[src/rtl/mult3x2_pkg.sv]
// Shared widths and limits for the 3x2 unsigned array multiplier.
package mult3x2_pkg;

    localparam int unsigned A_W   = 3;
    localparam int unsigned B_W   = 2;
    localparam int unsigned P_W   = A_W + B_W;
    localparam int unsigned P_MAX = 21;

endpackage : mult3x2_pkg

[src/rtl/full_adder_1b.sv]
// One-bit full adder; tie cin to 0 to use it as a half adder.
// Ports:
//   a, b, cin : addend bits and carry-in
//   sum_c     : combinational sum bit
//   carry_c   : combinational carry-out
module full_adder_1b (
    input  logic a,
    input  logic b,
    input  logic cin,
    output logic sum_c,
    output logic carry_c
);

    logic ab_x;

    assign ab_x    = a ^ b;
    assign sum_c   = ab_x ^ cin;
    assign carry_c = (a & b) | (cin & ab_x);

endmodule : full_adder_1b

[src/rtl/multiplier_3x2.sv]
// Registered unsigned 3-bit x 2-bit multiplier built from a two-row
// partial-product array with a ripple of half/full adders.
// Ports:
//   Clk          : rising-edge clock
//   Rst_n        : synchronous active-low reset
//   in_valid     : operands valid this cycle
//   multiplicand : unsigned operand A (0..7)
//   multiplier   : unsigned operand B (0..3)
//   product      : registered A*B (0..21), held when no new operands arrive
//   out_valid    : product was computed on the previous cycle
module multiplier_3x2
    import mult3x2_pkg::*;
(
    input  logic           Clk,
    input  logic           Rst_n,
    input  logic           in_valid,
    input  logic [A_W-1:0] multiplicand,
    input  logic [B_W-1:0] multiplier,
    output logic [P_W-1:0] product,
    output logic           out_valid
);

    // Partial products: row 0 uses b0, row 1 uses b1 (shifted one column).
    logic pp_a0b0, pp_a1b0, pp_a2b0;
    logic pp_a0b1, pp_a1b1, pp_a2b1;

    assign pp_a0b0 = multiplicand[0] & multiplier[0];
    assign pp_a1b0 = multiplicand[1] & multiplier[0];
    assign pp_a2b0 = multiplicand[2] & multiplier[0];
    assign pp_a0b1 = multiplicand[0] & multiplier[1];
    assign pp_a1b1 = multiplicand[1] & multiplier[1];
    assign pp_a2b1 = multiplicand[2] & multiplier[1];

    logic p1, p2, p3;
    logic c1, c2, c3;

    // Column 1: half adder.
    full_adder_1b u_ha_col1 (
        .a       (pp_a1b0),
        .b       (pp_a0b1),
        .cin     (1'b0),
        .sum_c   (p1),
        .carry_c (c1)
    );

    // Column 2: full adder absorbing the column-1 carry.
    full_adder_1b u_fa_col2 (
        .a       (pp_a2b0),
        .b       (pp_a1b1),
        .cin     (c1),
        .sum_c   (p2),
        .carry_c (c2)
    );

    // Column 3: half adder; its carry is the product MSB.
    full_adder_1b u_ha_col3 (
        .a       (pp_a2b1),
        .b       (c2),
        .cin     (1'b0),
        .sum_c   (p3),
        .carry_c (c3)
    );

    logic [P_W-1:0] product_c;

    assign product_c = {c3, p3, p2, p1, pp_a0b0};

    // Output stage: product only reloads on valid operands, otherwise holds.
    always_ff @(posedge Clk) begin
        if (!Rst_n) begin
            product   <= '0;
            out_valid <= 1'b0;
        end else begin
            out_valid <= in_valid;
            if (in_valid) begin
                product <= product_c;
            end
        end
    end

endmodule : multiplier_3x2

[config.mk]
export PLATFORM = sky130hd
export DESIGN_NAME = multiplier_3x2
export DESIGN_NICKNAME = d
export VERILOG_FILES = /design/src/rtl/mult3x2_pkg.sv /design/src/rtl/full_adder_1b.sv /design/src/rtl/multiplier_3x2.sv
export SDC_FILE = /design/constraint.sdc
export NUM_CORES = 1
export LEC_CHECK = 0
export ABC_AREA = 1
export CAP_MARGIN = 10
export CORE_AREA = 3 3 40 42
export DETAILED_ROUTE_END_ITERATION = 10
export DIE_AREA = 0 0 43 45
export PLACE_DENSITY = 0.55
export SYNTH_ARGS = -nofsm -noshare
export SYNTH_HDL_FRONTEND = slang
export SYNTH_SLANG_ARGS = --single-unit
export TNS_END_PERCENT = 30
[constraint.sdc]
create_clock -name Clk -period 1.7 [get_ports Clk]
set_input_delay 0.34 -clock Clk [delete_from_list [all_inputs] [get_ports Clk]]
set_output_delay 0.34 -clock Clk [all_outputs]
set_load 0.05 [all_outputs]
Yosys cells after proc, flatten, opt, wreduce, memory -nomap -nowiden:

Cells that the tools add are included.

* flip-flop bits (word level): 6
* output and inout port bits: 6

* bitwise gates (word level): 15

Operators by type and width (number)
* bitwise AND 1 bit: 10
* XOR 1 bit: 4
* bitwise OR 1 bit: 1

Depth between registers and ports, before layout:

* depth in word-level cells: 5
* gate-level depth with buffers: 7

Modules after synthesis:

From an unflattened synthesis, not the netlist that was laid out.

* cell total of the unflattened synthesis: 40
* area, all modules: 302.8 µm²

By module, submodules not included
* multiplier_3x2: area an instance 242.7 µm², cells each 37, times used 1
* full_adder_1b: area an instance 20.0 µm², cells each 1, times used 3

Worst setup path after synthesis:

Ideal clock, no wire load.

* path type: input to register
* start: in multiplier[0]
* end: reg product[3]
* slack: 263 ps
* arrival time: 1323 ps
* buffers on the path: 0
* data required time: 1586 ps
* cell stages on the path: 7
* cell sequence: nand2_1 -> inv_1 -> ha_1 -> fa_1 -> ha_1 -> nand2_1 -> nand2_1

* word-level cells in the longest chain between the ends: 5
* elaborated cells on any way between the ends: 8
* those cells by class: bitwise: 8

RTL lines
* start, declared: line multiplier_3x2.sv:18 `input logic [B_W-1:0] multiplier,`
* bitwise AND 1 bit (on tied branches): line multiplier_3x2.sv:28, multiplier_3x2.sv:29
* bitwise AND 1 bit or XOR 1 bit (tied branches): line full_adder_1b.sv:18, full_adder_1b.sv:16
* bitwise AND 1 bit: line full_adder_1b.sv:18 `assign carry_c = (a & b) | (cin & ab_x);`
* bitwise OR 1 bit *: line full_adder_1b.sv:18
* XOR 1 bit *: line full_adder_1b.sv:16 `assign ab_x = a ^ b;`
* net p3: line multiplier_3x2.sv:34 `logic p1, p2, p3;`
* end signal, assigned: line multiplier_3x2.sv:76 `product <= product_c;`
* end, declared: line multiplier_3x2.sv:19 `output logic [P_W-1:0] product,`

Mark *: on every way through the listed nets, which the timed path passes. The rest lies on a longest branch.
A chain may end at the register's enable or synchronous reset.

Worst setup path after layout:

* start: in multiplicand[1]
* end: reg product[3]

* word-level cells in the longest chain between the ends: 5
* elaborated cells on any way between the ends: 8
* those cells by class: bitwise: 8

RTL lines
* start, declared: line multiplier_3x2.sv:17 `input logic [A_W-1:0] multiplicand,`
* bitwise AND 1 bit (on tied branches): line multiplier_3x2.sv:28, multiplier_3x2.sv:31
* bitwise AND 1 bit or XOR 1 bit (tied branches): line full_adder_1b.sv:18, full_adder_1b.sv:16
* bitwise AND 1 bit: line full_adder_1b.sv:18
* bitwise OR 1 bit *: line full_adder_1b.sv:18
* XOR 1 bit *: line full_adder_1b.sv:16
* net p3: line multiplier_3x2.sv:34

Marks and branches as above.

==> impl_metrics.csv <==
group,metric,value,unit
route,ant_nets,0,
placed_design,dp_cells,68,
logic_synthesis,synth_flop_cell,"dfxtp_1",
logic_synthesis,synth-warning-count,0,
logic_synthesis,synthArstFlopShare,0,
power,ir_drop,0.141,mV
power,swShare,0.275,
power,powerDensity,765,mW/mm^2
cells_and_area,n_fill_cell,142,
cts,clkTransAtPathRegs,40,ps
worst_setup_path,startpoint_type,"input pin",
cts,h-tree-depth,1,
global_routing,grt_pass1_wl,903,um
worst_setup_path,crit_required,1840,ps
cts,clockBufferDepth,2,
global_routing,grt.overflow.total,0,
logic_synthesis,synthesis.nets,50,
power,p_int,261,uW
worst_setup_path,worst-r2r-cell-count,2,
logic_synthesis,syn_avg_cell_area,7.28,um^2
power,clkPwrFrac,0.356,
floorplanning,start_util,0.221,
cts,post_cts_buffers,0,
floorplanning,core_area,0.00128,mm^2
power,power_frac_seq,0.421,
timing,hold_slack,419,ps
cells_and_area,antennaDiodeCount,0,
logic_synthesis,yosys-top-cells-count,"nand2_1 (17), inv_1 (7), dfxtp_1 (6), nand3_1 (5), ha_1 (2)",
floorplanning,die_h,45,um
cells_and_area,drive_gt1_frac,0.232,
hold_path,hold_end,"product[0]",
power,total_leakage_power,0.295,nW
logic_synthesis,synth_seq_area_share,0.423,
hold_path,hp-class,"input pin to register",
logic_synthesis,synth_top_cell_by_area,"dfxtp_1",
cts,cts_tree,"built",
cts,numCtsBuffers,3,
logic_synthesis,synthCells,39,
timing,post-route-period-util,0.950,
global_routing,grt_pass1_vias,255,
worst_setup_path,r2r-end,"product[1]",
floorplanning,dieArea,0.00194,mm^2
cts,ctsHoldBuffers,0,
timing,skew,0,ps
cells_and_area,stdcell_count,71,
logic_synthesis,ys_ff_latch,6,
timing,relSlewSlack,0.863,
placed_design,place_area,425,um^2
route,dr.first_iter.drc_count,2,
logic_synthesis,synth_most_common_cell,"nand2_1",
cts,clock_sinks,6,
logic_synthesis,syn_area,284,um^2
worst_setup_path,critical_path_class,"input pin to register",
placed_design,place_congestion,0.650,
hold_path,hold_start,"multiplicand[0]",
worst_setup_path,r2r_slack,1160,ps
worst_setup_path,regToRegStartpoint,"product[1]",
logic_synthesis,synth_top_area_share,0.423,
timing,worst_pin_slew,204,ps
cells_and_area,synthToLayoutAreaGrowth,65.6,%
global_routing,grt.total_usage,0.0700,
hold_path,hold_depth,5,
route,wl,563,um
timing,max_freq,619,MHz
global_routing,grt_max_degree,7,
floorplanning,rows,13,
power,power_frac_comb,0.223,
logic_synthesis,ys_types,7,
timing,fin_crit,1620,ps
worst_setup_path,crit_fanout,2,
route,num_vias,269,
logic_synthesis,synth_edf_count,0,
power,net-switching-power,99.0,uW
timing,final-setup-viol-count,0,
timing,drv_slew,0,
timing,final-hold-violation-count,0,
floorplanning,dieWidth,43,um
cts,clock_latency,240,ps
route,drcViolationCount,0,
timing,rsz0062_at_grt,"no",
cells_and_area,postLayoutCellArea,470,um^2
worst_setup_path,cp.arrival,1750,ps
placed_design,portBuffers,13,
placed_design,place_hpwl,451,um
timing,layout_setup_ws,84.3,ps
route,routedWlPerCell,7.93,um
cts,clockRootBuffer,"clkbuf_4",
flow_run,drv_cap,0,
route,detail_route.first_pass.iterations,2,
route,routed_via_density,3.79,
worst_setup_path,endpoint_kind,"register",
logic_synthesis,synthTopCellsByArea,"dfxtp_1 (42%), nand2_1 (22%), inv_1 (9.3%)",
cells_and_area,nNetsFinal,69,
global_routing,antenna_found_initial,0,
cells_and_area,final_core_util,0.366,
floorplanning,io_pins,14,
placed_design,pre_cts_ws,-255,ps
run_status,status,"finished, final reports clean",
-- worst max path at each step --
stage	endpoint	slack, ps	start	cells after the start
after floorplan	product[3]	260	multiplier[0]	7
after global placement	product[3]	-250	multiplier[0]	8
after detailed placement	product[3]	-250	multiplier[0]	8
after CTS	product[3]	1	multiplier[0]	8
after global routing	product[3]	30	multiplicand[1]	8
final	product[3]	80	multiplicand[1]	8
-- worst max-delay path, stage by stage --
cell             delay (ps)
clkdlybuf4s50_1         420
nand2_1                  60
inv_1                    40
ha_1                    200
fa_2                    360
ha_4                    240
nand2_1                  60
nand2_1                  40
-- layer usage --
metal	up-vias	track usage	share of wire
li1	150	-	-
met1	104	0.0652	0.47
met2	13	0.0898	0.37
met3	2	0.0478	0.15
met4	0	0.0904	0.0089
met5	-	0	0
-- power groups by stage --
stage	Sequential [mW]	Clock, mW	Combinational, mW
6_report	0.151	0.128	0.0801
5_1_grt	0.152	0.141	0.0871
4_1_cts	0.151	0.135	0.0798
3_5_place_dp	0.154	0	0.0794
3_3_place_gp	0.154	0	0.0794
2_1_floorplan	0.178	0	0.0185
-- flip-flops by register name, indices dropped and copies added (netlist names) --
| signal | count |
|---|---|
| product | 5 |
| out_valid | 1 |
-- cell usage in the layout (no fill, tap or decap), drive strengths merged --
cell type,netlist,layout
clkdlybuf4s50,0,4
nand2,17,17
inv,8,8
buf,0,7
nand3,5,5
dlymetal6s2s,0,3
clkbuf,0,3
fa,1,1
dfxtp,6,6
ha,2,2
-- per-stage QoR --
step	total power [mW]	setup TNS, ps
after floorplan	0.197	0
after global placement	0.233	-448
after detailed placement	0.233	-473
after CTS	0.366	0
after global routing	0.380	0
final	0.360	0
-- timing repair --
action | 4_1_cts | 5_1_grt
endpoints found under the setup margin | 0 | 1
resized for setup | 0 | 5
hold endpoints to repair | 0 | 0
-- logic make-up (layout without fill, tap and decap cells) --
logic type / after synthesis / count (layout) / share of synthesized area
simple gates: 22 / 22 / 0.313
fa+ha+maj: 3 / 3 / 0.159
buf+inv: 8 / 25 / 0.106
flops: 6 / 6 / 0.423
-- area by class of cell --
class                      count  area, um^2  share of cell area
multi-input combinational     25         149               0.316
timing repair buffer          14         130               0.277
sequential                     6         120               0.255
inverter                       8        30.0              0.0638
clock buffer                   3        22.5              0.0479
tap                           15        18.8              0.0399
No activity file was read; power rests on OpenSTA's default activity.
